==> src/rtl/pco_phase_detector_pkg.sv <==
// Shared PCO constants and FSM state encodings, used by the oscillator,
// this phase detector and the control neuron.
package pco_phase_detector_pkg;
    localparam int PCO_PHASE_W  = 4;
    localparam int PCO_PERIOD   = 2 ** PCO_PHASE_W;
    localparam int PCO_HIGH_LEN = 8;

    localparam logic [1:0] IDLE = 2'd0;
    localparam logic [1:0] HIGH = 2'd1;
    localparam logic [1:0] LOW  = 2'd2;
endpackage

==> src/rtl/pco_phase_detector_edge_det.sv <==
// Registered previous-sample edge detector. prev resets to 1 so an input that
// is already high when reset releases does not look like a rising edge.
module pco_edge_det (
    input  logic clk,
    input  logic re_n,
    input  logic d,
    output logic rise,
    output logic fall
);
    logic prev;

    always_ff @(posedge clk or negedge re_n) begin
        if (!re_n) prev <= 1'b1;
        else       prev <= d;
    end

    assign rise = d & ~prev;
    assign fall = ~d & prev;
endmodule

==> src/rtl/pco_phase_detector.sv <==
// Recovers the phase of a PCO waveform by timing its rising edge against a
// local reference counter, checks the high/low shape and reports lock.
module pco_phase_detector
    import pco_phase_detector_pkg::*;
#(
    parameter int PHASE_W  = PCO_PHASE_W,
    parameter int HIGH_LEN = PCO_HIGH_LEN,
    parameter int LOCK_CNT = 3
) (
    input  logic               clk,
    input  logic               re_n,
    input  logic               align,
    input  logic               osc_in,
    output logic [PHASE_W-1:0] phase_out,
    output logic               phase_vld,
    output logic               lock,
    output logic               err
);
    localparam int CW = PHASE_W + 1;
    localparam int MW = $clog2(LOCK_CNT + 1);
    localparam logic [CW-1:0] HL = CW'(HIGH_LEN);
    localparam logic [CW-1:0] LL = CW'((2 ** PHASE_W) - HIGH_LEN);
    localparam logic [MW-1:0] LC = MW'(LOCK_CNT);

    logic [PHASE_W-1:0] cnt;
    logic [1:0]         state;
    logic [CW-1:0]      hcnt;
    logic [CW-1:0]      lcnt;
    logic [MW-1:0]      match;
    logic [MW-1:0]      match_nxt;
    logic               rise;
    logic               fall;

    pco_edge_det u_edge (
        .clk  (clk),
        .re_n (re_n),
        .d    (osc_in),
        .rise (rise),
        .fall (fall)
    );

    // A new measurement extends the run only if it repeats the held phase.
    always_comb begin
        match_nxt = MW'(1);
        if (cnt == phase_out)
            match_nxt = (match == LC) ? LC : match + MW'(1);
    end

    assign lock = (match == LC);

    always_ff @(posedge clk or negedge re_n) begin
        if (!re_n) begin
            cnt       <= '0;
            state     <= IDLE;
            hcnt      <= '0;
            lcnt      <= '0;
            phase_out <= '0;
            phase_vld <= 1'b0;
            err       <= 1'b0;
            match     <= '0;
        end else begin
            cnt       <= align ? '0 : cnt + 1'b1;
            phase_vld <= 1'b0;
            err       <= 1'b0;
            if (align) begin
                state <= IDLE;
                match <= '0;
            end else begin
                case (state)
                    IDLE: begin
                        if (rise) begin
                            state <= HIGH;
                            hcnt  <= CW'(1);
                        end
                    end
                    HIGH: begin
                        if (osc_in) begin
                            if (hcnt == HL) begin
                                err   <= 1'b1;
                                state <= IDLE;
                                match <= '0;
                            end else begin
                                hcnt <= hcnt + CW'(1);
                            end
                        end else if (fall) begin
                            if (hcnt == HL) begin
                                state <= LOW;
                                lcnt  <= CW'(1);
                            end else begin
                                err   <= 1'b1;
                                state <= IDLE;
                                match <= '0;
                            end
                        end
                    end
                    LOW: begin
                        if (!osc_in) begin
                            if (lcnt == LL) begin
                                err   <= 1'b1;
                                state <= IDLE;
                                match <= '0;
                            end else begin
                                lcnt <= lcnt + CW'(1);
                            end
                        end else if (rise) begin
                            // Every rise in LOW opens the next measurement, good or bad.
                            state <= HIGH;
                            hcnt  <= CW'(1);
                            if (lcnt == LL) begin
                                phase_vld <= 1'b1;
                                phase_out <= cnt;
                                match     <= match_nxt;
                            end else begin
                                err   <= 1'b1;
                                match <= '0;
                            end
                        end
                    end
                    default: state <= IDLE;
                endcase
            end
        end
    end
endmodule

==> config.mk <==
export PLATFORM = sky130hd
export DESIGN_NAME = pco_phase_detector
export DESIGN_NICKNAME = d
export VERILOG_FILES = /design/src/rtl/pco_phase_detector_pkg.sv /design/src/rtl/pco_phase_detector_edge_det.sv /design/src/rtl/pco_phase_detector.sv
export SDC_FILE = /design/constraint.sdc
export NUM_CORES = 1
export LEC_CHECK = 0
export CORE_MARGIN = 2
export CORE_UTILIZATION = 62
export CTS_CLUSTER_SIZE = 16
export DETAILED_ROUTE_END_ITERATION = 16
export PLACE_DENSITY = 0.84
export SLEW_MARGIN = 20
export SYNTH_ARGS = -nofsm -noshare
export SYNTH_HDL_FRONTEND = slang
export SYNTH_SLANG_ARGS = --single-unit
==> constraint.sdc <==
create_clock -name clk -period 3.1 [get_ports clk]
set_input_delay 0.31 -clock clk [delete_from_list [all_inputs] [get_ports clk]]
set_output_delay 0.31 -clock clk [all_outputs]
set_load 0.1 [all_outputs]
# [Yosys cells after proc, flatten, opt, wreduce, memory -nomap -nowiden]
# Cells that the tools add are included.
[word_totals] output_inout_bits=7 in_bits=4 word_cells=91 ff_bits=25
[classes] add_sub_neg=4 mux=45 bitwise_logic=5 reduce_logical=9 eq_ne=19
[ops] cell="$mux 5" n=9
[ops] cell="$mux 2" n=17
[ops] cell="$ne 4x4->1 const B" n=5
[ops] cell="$ne 2x2->1 const B" n=8
[ops] cell="$pmux 5 s3" n=1
[ops] cell="$mux 1" n=13
[ops] cell="$add 5x1->5 const B" n=2
[ops] cell="$eq 5x4->1 const B" n=2
[ops] cell="$pmux 5 s2" n=1
[ops] cell="$reduce_and 5->1" n=2
[ops] cell="$reduce_and 7->1" n=1
[ops] cell="$pmux 2 s3" n=1
[ops] cell="$reduce_and 6->1" n=1
[ops] cell="$reduce_bool 3->1" n=2
[ops] cell="$add 4x1->4 const B" n=1
[ops] cell="$eq 2x2->1 const B" n=2
[ops] cell="$eq 4x4->1" n=1
[ops] cell="$mux 4" n=1
[ops] cell="$pmux 2 s2" n=1
[ops] cell="$not 1->1" n=3
[ops] cell="$reduce_and 3->1" n=1
[ops] cell="$add 2x1->2 const B" n=1
[ops] cell="$and 1x1->1" n=2
[ops] cell="$eq 2x1->1 const B" n=1
[ops] cell="3 further kinds" n=3

# [Depth between registers and ports, before layout]
[depth] word_depth=8 mapped_depth=7

# [By module]
# A second synthesis with hierarchy kept.
[hier_totals] hier_cells=162 hier_area_um2=1586.5
[by_module_without_submodules] mod="pco_phase_detector" cells_each=159 instances=1 area_per_inst_um2=1545.2
[by_module_without_submodules] mod="pco_edge_det" cells_each=3 instances=1 area_per_inst_um2=41.3

# [Worst setup path after synthesis]
# OpenSTA, ideal clock, no wires.
[synth_path] path_kind="flip-flop to flip-flop" start="register lcnt[0]" end="register lcnt[3]" n_path_buf=1 setup_time_ns=0.121 slack_ns=1.167 arrival_ns=1.812 path_stages_with_launch=8 cell_sequence="dfrtp_1 inv_1 ha_1 nor4bb_1 buf_4 a2111o_1 or2_4 a22o_1"
[synth_between] elab_chain_cells=4 elab_cells_between_ends=7
[synth_lines] element="from (decl)" line="pco_phase_detector.sv:28" source="logic [CW-1:0] lcnt;"
[synth_lines] element="from (signal assigned)" line="pco_phase_detector.sv:103" source="lcnt <= lcnt + CW'(1);"
[synth_lines] element="$add 5x1->5" line="pco_phase_detector.sv:103"
[synth_lines] element="$mux 5" line="pco_phase_detector.sv:98" source="if (lcnt == LL) begin"
[synth_lines] element="$mux 5" line="pco_phase_detector.sv:97" source="if (!osc_in) begin"
[synth_lines] element="$pmux 5 s2" line="pco_phase_detector.sv:69" source="case (state)"
# Parallel ways exist; a longest one is shown, timed or not. The select of a mux whose other input is x is not followed.
# A chain may end at the register's enable or synchronous reset.

# [Worst setup path after layout]
[layout_path] start="register phase_out[0]" end="output port phase_out[0]"
[layout_rtl] element="from (decl)" line="pco_phase_detector.sv:14" source="output logic [PHASE_W-1:0] phase_out,"
[layout_rtl] element="from (signal assigned)" line="pco_phase_detector.sv:111" source="phase_out <= cnt;"
# No word-level cell between the ends.

==> results by group <==
Power and ir drop
  – Register share of total power: 59.1%
  – Worst vdd ir: 0.352 mV
  – Psw: 0.196 mW
  – Leak: between 0.7 and 0.8 nW
  – PwrDens: 401 nW/µm²
  – Int Pwr: around 0.45 mW
  – Clk pwr share: between 20% and 30%
  – Combinational Power Share: between 10% and 20%
  – Sw Share: a little under a third

Global routing
  – Vias in the first global route: roughly 1100
  – Gr ovfl total: 0
  – Largest net degree at the start of global routing: 26
  – Initial antenna violation count: 0
  – First-pass GRT wire length: 4.75 mm
  – All-Layer GR Usage: a little under a quarter

Outcome
  – Status: complete, no violations

STA
  – Final Skew: 0.00522 ns
  – FMAX: around 0.45 GHz
  – RSZ-0062 raised after global routing: no
  – Final setup TNS: 0 ns
  – Tmin final: about 2.2 ns
  – Slew at the pin closest to its max-slew limit: 0.966 ns
  – Worst slew margin: between 30% and 40%
  – Final Setup Violations: 0
  – Max-slew violations: 0
  – Final Cycle Share: 71.1%
  – Final Hold Vio Count: 0

Placement
  – Port bufs: 10
  – GPL Wtd Cong: around 0.84
  – Post-Place Cells: around 180
  – Dpl hpwl: 2.01 mm

Worst setup path
  – Kind of cell adding the most delay to the critical path: buffers and inverters
  – Worst Path Required: 2.79 ns
  – WP buf/inv: 1
  – Crit-path max FO: 3
  – Critical Path AT: ~1.9 ns
  – Slowest stage cell, crit path: clkdlybuf4s50_1
  – CP peak stage delay: 1.15 ns
  – Crit end category: primary output
  – CP startpoint kind: flop
  – Setup Crit Path Kind: reg -> out
  – Crit path cell chain: clkdlybuf4s50_1

Layout
  – Fillers: 177
  – Layout Utilization: 71.0%
  – ANT cells: 0
  – Most common cell after layout, fill and taps aside: dfrtp_1
  – Non-filler instance count after layout: 181
  – Most frequent cells in the layout: dfrtp_1 (24), inv_1 (11), ha_1 (9), clkdlybuf4s50_1 (9), o21ai_0 (8)
  – Share of cells above drive strength 1: 11.1%
  – Syn-to-layout area delta: 7.12%
  – Fin nets: ~170

Routing
  – Final Routed Wirelength: around 2.7 mm
  – First drt pass iteration count: 4
  – Drt wl/cell: 14.9 µm
  – Post-DR vias/cell: ~6.1
  – Residual DRC count: 0
  – Vias: about 1100
  – Routed Antenna Nets: 0
  – 1st-iter DRT viols: 15

Synth
  – Async SR Flop Fraction: 100%
  – Ys flop type: dfrtp_1
  – Mapped cell area: 1490 µm²
  – Register area share after synthesis: a little over two fifths
  – Synth unique cells: 42
  – Syn nets: ~160
  – Yosys reg bits: 25
  – Number of synthesized flops with an enable pin: 0
  – Syn avg cell area: approximately 11 µm²
  – Synth Instances: roughly 140
  – Ys Warns: 0

Die
  – Initial Util: 66.3%
  – Core area: 2250 µm²
  – IO Count: 11
  – Chip height: 53.1 µm
  – Die Span X: 53.1 µm
  – Std-Cell Rows: 17
  – Die ar.: 2820 µm²

Job
  – Max-Cap Viols: 0

Clock tree
  – TritonCTS clock tree: built
  – CTS Buf Count: 3
  – Clk slew on worst S/H paths: 0.14 ns
  – Clk sinks: 25
  – Root Driver: clkbuf_4
  – CTS HTree Levels: 1
  – Post-CTS sizing: 0
  – Clk buf depth: 2
  – Post-CTS Hold Buffers: 0
  – Post CTS Setup Buffer Count: 0
  – Clk_lat worst skew: 0.32 ns

Min path
  – Min-Delay Path Class: in -> async
==> flip-flops by register name, indices dropped and copies added (netlist names) <==
name	count
cnt	4
err	1
hcnt	5
lcnt	5
match	2
phase_out	4
phase_vld	1
state	2
u_edge.prev	1
==> logic make-up (layout without fill, tap and decap cells) <==
family                   after synthesis  in the layout  share of synthesized area, %
AND/OR/NAND/NOR                       41             41                          15.8
buffers and inverters                 16             27                          7.54
adder cells (fa/ha/maj)                9              9                          7.54
flip-flops                            25             25                          42.0
multiplexers                           7              7                          5.19
XOR/XNOR                               6              6                          3.52
AO/OA/AOI/OAI                         38             38                          18.4
==> routing by layer <==
metal	routed length, µm	up-vias	global-route usage [%]	share of wire (%)
met1	1300	536	29.4	48
met3	99	4	2.54	3.7
met2	1270	25	40.6	47
li1	-	548	-	-
met4	34	0	6.41	1.3
met5	0	-	0	0
==> Yosys cell counts (2+ instances only) <==
master     n  area share [%]
nand4b_1   2             1.2
mux2_2     6             4.5
nor3_1     2            0.67
nand2b_1   3             1.3
a22o_1     3             1.8
o41ai_1    3             1.8
inv_1     11             2.8
o22a_1     2             1.2
nor2_1     7             1.8
dfrtp_1   24              40
o21ai_0    8             2.7
o31ai_1    7             3.5
nor2b_1    5             2.1
nor4_1     3             1.3
a22oi_1    2             1.0
ha_1       9             7.5
nor3b_1    2             1.0
a21oi_1    4             1.3
clkbuf_8   2             1.8
xor2_1     5             2.9
nand3_1    5             1.7
nand2_1    6             1.5
a211oi_1   2             1.0
==> path summary, 6_finish.rpt <==
check / start / end / slack [ns] / cells after the start
hold / removal: re_n / phase_out[3] / 0.33 / 2
setup reg to reg: state[0] / lcnt[4] / 0.92 / 6
min in group clk: hcnt[4] / hcnt[4] / 0.50 / 1
setup / recovery: phase_out[0] / phase_out[0] / 0.90 / 1
max in group asynchronous: re_n / u_edge.prev / 2.48 / 2
hold reg to reg: hcnt[4] / hcnt[4] / 0.50 / 1
==> through the flow <==
stage	power [mW]	worst slack [ns]	instance area [µm²]	hold slack, ns
final	0.642	0.897	1600	0.333
after global placement	0.489	0.912	1570	0.466
after global routing	0.682	0.760	1600	0.375
after detailed placement	0.498	0.830	1570	0.483
after floorplan	0.467	1.17	1490	0.0144
after CTS	0.649	0.885	1600	0.340
==> final cells by class <==
type	count	area, µm²	share of cell area (%)
Timing Repair Buffer	12	113	7.04
Inverter	11	41.3	2.58
Clock buffer	3	22.5	1.41
Multi-Input combinational cell	101	754	47.1
Tap cell	28	35.0	2.19
Clock inverter	1	7.51	0.469
Sequential cell	25	627	39.2
==> power by group through the flow <==
stage          Sequential, mW  Clock [mW]  Combinational [mW]
6_report                0.379       0.151               0.111
5_1_grt                 0.386       0.166               0.130
4_1_cts                 0.380       0.157               0.112
3_5_place_dp            0.386           0               0.112
3_3_place_gp            0.382           0               0.107
2_1_floorplan           0.378           0              0.0897
No activity file was read; power rests on OpenSTA's default activity.
